===== src/rtl/mem_port_sequencer.sv =====
`default_nettype none
// ============================================================================
//  Module      : mem_port_sequencer
//  Description : Multi-cycle instruction sequencer for a RISC-V core whose
//                instruction fetches and data accesses share one single-ported
//                memory with a ready handshake.  Each instruction is stepped
//                through FETCH -> DECODE -> [DATA] -> COMMIT.  A memory request
//                that waits TIMEOUT cycles without mem_ready, or a decoded
//                instruction asking for both read and write, parks the
//                sequencer in HALT with a sticky error until reset.
//
//  Ports       : clk            - clock, all state on rising edge
//                rst_n          - asynchronous active-low reset
//                ctrl_mem_read  - memRead from control unit (current IR)
//                ctrl_mem_write - memWrite from control unit
//                ctrl_reg_write - regWrite from control unit
//                mem_ready      - memory completes current request this cycle
//                mem_req        - memory request valid
//                mem_we         - request is a write
//                addr_sel       - 0 = PC addresses memory, 1 = ALU result
//                ir_load        - capture memory read data into IR
//                mdr_load       - capture memory read data into MDR
//                pc_write_en    - PC update this cycle
//                rf_write_en    - register-file write this cycle
//                err            - sticky timeout / read+write conflict flag
//                retired        - committed-instruction count (wraps)
//
//  Revision    : 1.0 - initial release
// ============================================================================
module mem_port_sequencer #(
    parameter int TIMEOUT = 16,
    parameter int CNT_W   = 32
) (
    input  logic             clk,
    input  logic             rst_n,
    input  logic             ctrl_mem_read,
    input  logic             ctrl_mem_write,
    input  logic             ctrl_reg_write,
    input  logic             mem_ready,
    output logic             mem_req,
    output logic             mem_we,
    output logic             addr_sel,
    output logic             ir_load,
    output logic             mdr_load,
    output logic             pc_write_en,
    output logic             rf_write_en,
    output logic             err,
    output logic [CNT_W-1:0] retired
);

    // Wait counter only needs to reach TIMEOUT-1.
    localparam int                WAIT_W      = (TIMEOUT > 1) ? $clog2(TIMEOUT) : 1;
    localparam logic [WAIT_W-1:0] C_WAIT_LAST = WAIT_W'(TIMEOUT - 1);

    typedef enum logic [2:0] {
        S_FETCH  = 3'd0,
        S_DECODE = 3'd1,
        S_DATA   = 3'd2,
        S_COMMIT = 3'd3,
        S_HALT   = 3'd4
    } state_t;

    state_t            r_state;
    state_t            w_state_next;
    logic [WAIT_W-1:0] r_wait;
    logic              r_is_write;   // latched in DECODE, steers the DATA access
    logic              r_err;
    logic [CNT_W-1:0]  r_retired;

    logic w_wait_last;
    logic w_req;
    logic w_we;
    logic w_addr_sel;
    logic w_ir_load;
    logic w_mdr_load;
    logic w_pc_write;
    logic w_rf_write;
    logic w_set_err;

    assign w_wait_last = (r_wait == C_WAIT_LAST);

    // ------------------------------------------------------------------
    // Next-state and state-decoded outputs
    // ------------------------------------------------------------------
    always_comb begin
        w_state_next = r_state;
        w_req        = 1'b0;
        w_we         = 1'b0;
        w_addr_sel   = 1'b0;
        w_ir_load    = 1'b0;
        w_mdr_load   = 1'b0;
        w_pc_write   = 1'b0;
        w_rf_write   = 1'b0;
        w_set_err    = 1'b0;

        case (r_state)
            S_FETCH: begin
                w_req = 1'b1;
                // A ready arriving on the last allowed wait cycle still wins.
                if (mem_ready) begin
                    w_ir_load    = 1'b1;
                    w_state_next = S_DECODE;
                end else if (w_wait_last) begin
                    w_set_err    = 1'b1;
                    w_state_next = S_HALT;
                end
            end
            S_DECODE: begin
                if (ctrl_mem_read && ctrl_mem_write) begin
                    w_set_err    = 1'b1;
                    w_state_next = S_HALT;
                end else if (ctrl_mem_read || ctrl_mem_write) begin
                    w_state_next = S_DATA;
                end else begin
                    w_state_next = S_COMMIT;
                end
            end
            S_DATA: begin
                w_req      = 1'b1;
                w_addr_sel = 1'b1;
                w_we       = r_is_write;
                if (mem_ready) begin
                    w_mdr_load   = ~r_is_write;
                    w_state_next = S_COMMIT;
                end else if (w_wait_last) begin
                    w_set_err    = 1'b1;
                    w_state_next = S_HALT;
                end
            end
            S_COMMIT: begin
                w_pc_write   = 1'b1;
                w_rf_write   = ctrl_reg_write;
                w_state_next = S_FETCH;
            end
            S_HALT: begin
                w_state_next = S_HALT;
            end
            default: begin
                w_state_next = S_FETCH;
            end
        endcase
    end

    // ------------------------------------------------------------------
    // State, wait counter, latched access type, error and retire count
    // ------------------------------------------------------------------
    always_ff @(posedge clk or negedge rst_n) begin
        if (!rst_n) begin
            r_state    <= S_FETCH;
            r_wait     <= '0;
            r_is_write <= 1'b0;
            r_err      <= 1'b0;
            r_retired  <= '0;
        end else begin
            r_state <= w_state_next;

            // Any state change restarts the count, so entry to FETCH/DATA
            // always begins at zero.
            if (w_state_next != r_state) begin
                r_wait <= '0;
            end else if (w_req && !mem_ready) begin
                r_wait <= r_wait + WAIT_W'(1);
            end

            if (r_state == S_DECODE) begin
                r_is_write <= ctrl_mem_write;
            end

            if (w_set_err) begin
                r_err <= 1'b1;
            end

            if (r_state == S_COMMIT) begin
                r_retired <= r_retired + CNT_W'(1);
            end
        end
    end

    // While reset is held the state register sits in FETCH; gating with
    // rst_n keeps every strobe low so a mid-request reset drops mem_req at once.
    assign mem_req     = rst_n & w_req;
    assign mem_we      = rst_n & w_we;
    assign addr_sel    = rst_n & w_addr_sel;
    assign ir_load     = rst_n & w_ir_load;
    assign mdr_load    = rst_n & w_mdr_load;
    assign pc_write_en = rst_n & w_pc_write;
    assign rf_write_en = rst_n & w_rf_write;
    assign err         = r_err;
    assign retired     = r_retired;

endmodule
`default_nettype wire

===== config.mk =====
export PLATFORM = sky130hd
export DESIGN_NAME = mem_port_sequencer
export DESIGN_NICKNAME = d
export VERILOG_FILES = /design/src/rtl/mem_port_sequencer.sv
export SDC_FILE = /design/constraint.sdc
export NUM_CORES = 1
export LEC_CHECK = 0
export CAP_MARGIN = 20
export CORE_UTILIZATION = 65
export DETAILED_ROUTE_END_ITERATION = 8
export DONT_BUFFER_PORTS = 1
export PLACE_DENSITY = 0.81
export SYNTH_ARGS = -nofsm -noshare
export SYNTH_HDL_FRONTEND = slang
export SYNTH_SLANG_ARGS = --single-unit
export TNS_END_PERCENT = 100

===== constraint.sdc =====
create_clock -name clk -period 5.1 [get_ports clk]
set_input_delay 1.275 -clock clk [delete_from_list [all_inputs] [get_ports clk]]
set_output_delay 1.275 -clock clk [all_outputs]
set_load 0.02 [all_outputs]

=== Word level (Yosys, flattened, before mapping) ===
Index checks and enable logic that the tools add are counted.

* Register bits after elaboration: 41
* Output and inout port bits: 40
* Word-level logic and storage cells: 49

* Bitwise gates (word level): 8
* Eq/ne operators: 6
* Reductions and logical operators: 7
* $add $sub $neg: 2
* Muxes and demuxes: 21

{| class="wikitable"
|+ Operators with widths
! cell !! number
|-
| 32-bit by 1-bit adder with 32-bit output, second input constant || 1
|-
| 1-bit 2-to-1 mux || 13
|-
| 3-bit 2-to-1 mux || 4
|-
| 3-bit case mux with 4 select lines || 1
|-
| 4-bit 2-to-1 mux || 2
|-
| 1-bit bitwise AND || 7
|-
| 3-bit by 2-bit equality test with 1-bit output, second input constant || 2
|-
| 4-bit by 1-bit adder with 4-bit output, second input constant || 1
|-
| 4-bit equality test, second input constant || 1
|-
| 3-bit by 1-bit equality test with 1-bit output, second input constant || 1
|-
| 3-bit equality test, second input constant || 1
|-
| 3-bit logical NOT || 1
|-
| 3-bit != test || 1
|-
| 1-bit logical AND || 2
|-
| 1-bit case mux with 2 select lines || 1
|-
| 2-bit nonzero test || 1
|-
| 2-bit OR reduction || 1
|-
| 1-bit logical NOT || 1
|-
| 1-bit logical OR || 1
|-
| 1-bit inverter || 1
|}

=== Logic depth before layout (Yosys ltp) ===
* Depth in word-level cells: 6
* Gate-level depth with buffers: 6
* Gate-level depth less buffers: 5

=== Worst setup path before layout ===
No wires, ideal clock.

* Path type: input to output
* Start point: input port rst_n
* End point: output port mdr_load
* Buffers on the path: 0
* Arrival: 2558 ps
* Data required time: 3825 ps
* Cell stages on the path: 3
* Slack: 1267 ps
* Cell sequence: nor3b_1 > and2_1 > and3b_1

* Cells in the longest elaborated chain, start to end: 1

{| class="wikitable"
|+ Ends and longest elaborated chain
! item !! RTL line !! source
|-
| start: declaration || 35 || <nowiki>input logic rst_n,</nowiki>
|-
| 1-bit bitwise AND || 185 || <nowiki>assign mdr_load = rst_n & w_mdr_load;</nowiki>
|-
| end: declaration || 44 || <nowiki>output logic mdr_load,</nowiki>
|}

No other way between the ends.

=== Worst setup path after layout ===
Same ends and word-level chain as after synthesis.

==> out/metrics.yaml <==
outcome: "completed"
fin_ws_ns: 1.61
drc: 0
synth_seq_cells: 41
ant_nets: 0
layout_common_cells: "dfrtp_1 (41), xor2_1 (19), nor2_1 (15)"
antenna_cells: 0
grt_use_total: 0.245
h-tree-depth: 2
drt_first_pass_iters: 4
post-dp-hpwl_um: 2710
share_comb_of_total_power: 0.154
tns_ns: 0
ctsHoldBuffers: 0
worstSetupEndpointType: "output port"
switching_power_mw: 0.234
cp-start-kind: "input port"
setup_viol: 0
cp_data_required_time_ns: 3.83
setup.worst_path.class: "in -> out"
hold_viol: 0
r2r_start: "retired[5]"
yosysTopAreaCell: "dfrtp_1"
crit_family: "simple AND/OR/NAND/NOR gates"
min_path_type: "reg -> reg"
intPower_mw: 0.462
finalMaxSlewViolations: 0
die_x_um: 58.4
path_cells: "nor3b_1 -> buf_4 -> and2_1 -> and3b_1"
nFillCells: 235
hp-start: "r_is_write"
place_ws_ns: 1.63
first_iter_violations: 39
rsz0062_at_grt: "false"
power_frac_seq: 0.626
layout_commonest_cell: "dfrtp_1"
tritoncts: "done"
overflow: 0
coreArea_mm2: 0.00303
cp.arrival_ns: 2.21
layout.nets: 200
fmax_mhz: 287
cts_setup_buffers: 0
clockBufferDepth: 2
cts.sinks: 41
clock_skew_ns: 0.0120
grt_antenna_before_repair: 0
netlist.area_leader.share: 0.496
swShare: 0.336
die-area_mm2: 0.00341
root_buffer: "clkbuf_4"
maxSlewHeadroom: 0.475
synthesis.nets: 200
crit_path_start: "rst_n"
syn_to_final_growth_pct: 3.20
powerDensity_mw_per_mm2: 326
critPathMaxStageDelay_ns: 0.32
crit_fanout: 44
io_pins: 46
vias_per_cell: 5.93
worst_slew_pin_slew_ns: 0.788
wire_per_inst_um: 15.7
ys_types: 37
cp_slowest_cell: "and3b_1"
postCtsResizedCells: 0
cts_made_buffers: 5
netlist_instances: 192
p_leak_nw: 0.980
fp.dieH_um: 58.4
grt_pass1_wl_um: 6180
power_frac_clock: 0.220
grt_pass1_vias: 1392
drive_above_1_share: 0.130
grt_max_degree: 45
layout_min_cycle_time_ns: 3.49
gp_congestion: 0.772
ys_warn_count: 0
avgSynthCellArea_um2: 10.8
io_buffer_count: 0
routed_wl_um: 3720
yosysSeqAreaShare: 0.496
finalCritPeriodShare: 0.684
vias: 1405
rows: 20
start_util: 0.683
path_clk_slew_ns: 0.12
synthesis.area_mm2: 0.00207
crit_buf_inv: 1
drv_cap: 0
synth.area.top_cells: "dfrtp_1 (50%), xor2_1 (8.0%), xnor2_1 (5.9%)"
insertion_delay_ns: 0.35
ir_drop_mv: 0.224
cell type report:
| cell class | count | area, um2 | share of cell area |
|---|---|---|---|
| well taps | 44 | 55.1 | 0.0258 |
| flip-flops and latches | 41 | 1030 | 0.480 |
| inverters | 7 | 26.3 | 0.0123 |
| repair buffers | 1 | 7.51 | 0.00351 |
| multi-input cells | 136 | 970 | 0.454 |
| clock buffers | 6 | 41.3 | 0.0193 |
| clock inverters | 2 | 10.0 | 0.00469 |
cells in the mapped netlist:
master / count
nand2b_1: 1
nor4_1: 2
nor2b_1: 1
nand4_1: 7
buf_6: 2
buf_2: 2
nand4b_1: 1
nor3b_1: 3
or2_1: 1
inv_2: 1
or3_1: 1
xor2_1: 19
o21bai_1: 2
nor3_2: 6
a21oi_1: 2
mux2_2: 1
dfrtp_1: 41
and3b_1: 1
nand4_2: 1
xnor2_1: 14
nand4b_2: 1
or2_2: 1
and2_1: 3
mux2i_1: 2
or4_1: 2
and3_1: 4
clkbuf_1: 4
nand2_1: 14
nor2_1: 15
nand3_1: 9
nand3b_1: 3
nor4_2: 6
o32ai_1: 1
and4_1: 4
nor3_1: 6
ha_1: 2
inv_1: 6
per-layer routing:
| layer | track usage | vias up | share of wire |
|---|---|---|---|
| li1 | - | 660 | - |
| met1 | 0.288 | 693 | 0.41 |
| met2 | 0.414 | 42 | 0.51 |
| met3 | 0.0637 | 10 | 0.054 |
| met4 | 0.129 | 0 | 0.023 |
| met5 | 0 | - | 0 |
per-stage QoR:
step | hold slack (ns) | cells | util | instance area, um2 | power, mW
finish | 0.553 | 237 | 0.705 | 2140 | 0.695
global route | 0.577 | 237 | 0.705 | 2140 | 0.736
CTS | 0.562 | 237 | 0.705 | 2140 | 0.702
detailed placement | 0.523 | 229 | 0.688 | 2080 | 0.550
global placement | 0.517 | 229 | 0.688 | 2080 | 0.543
floorplan | 0.488 | 192 | - | 2070 | 0.525
cell families after synthesis:
family / after synthesis / synth area share
adder cells (fa/ha/maj): 2 / 0.0121
multiplexers: 3 / 0.0151
buffers and inverters: 15 / 0.0357
AO/OA/AOI/OAI: 5 / 0.0163
XOR/XNOR: 33 / 0.140
AND/OR/NAND/NOR: 93 / 0.285
flip-flops: 41 / 0.496
registers in the layout (all words and copies together) (netlist names):
signal	flops
r_wait	4
r_is_write	1
r_state	3
err	1
retired	32
power by group through the flow:
stage | registers, mW | clock network (mW) | logic [mW]
2_1_floorplan | 0.413 | 0 | 0.111
3_3_place_gp | 0.439 | 0 | 0.104
3_5_place_dp | 0.442 | 0 | 0.108
4_1_cts | 0.435 | 0.158 | 0.108
5_1_grt | 0.444 | 0.172 | 0.121
6_report | 0.435 | 0.153 | 0.107
final timing paths:
path,to,cells after the start,slack [ns]
setup / recovery,mdr_load,4,1.61
hold / removal,r_is_write,1,0.55
setup reg to reg,retired[29],4,2.78
hold reg to reg,r_is_write,1,0.55
max in group asynchronous,retired[20],0,4.40
min in group asynchronous,retired[9],0,0.61
Note: power is estimated with default switching activity, not from simulation.
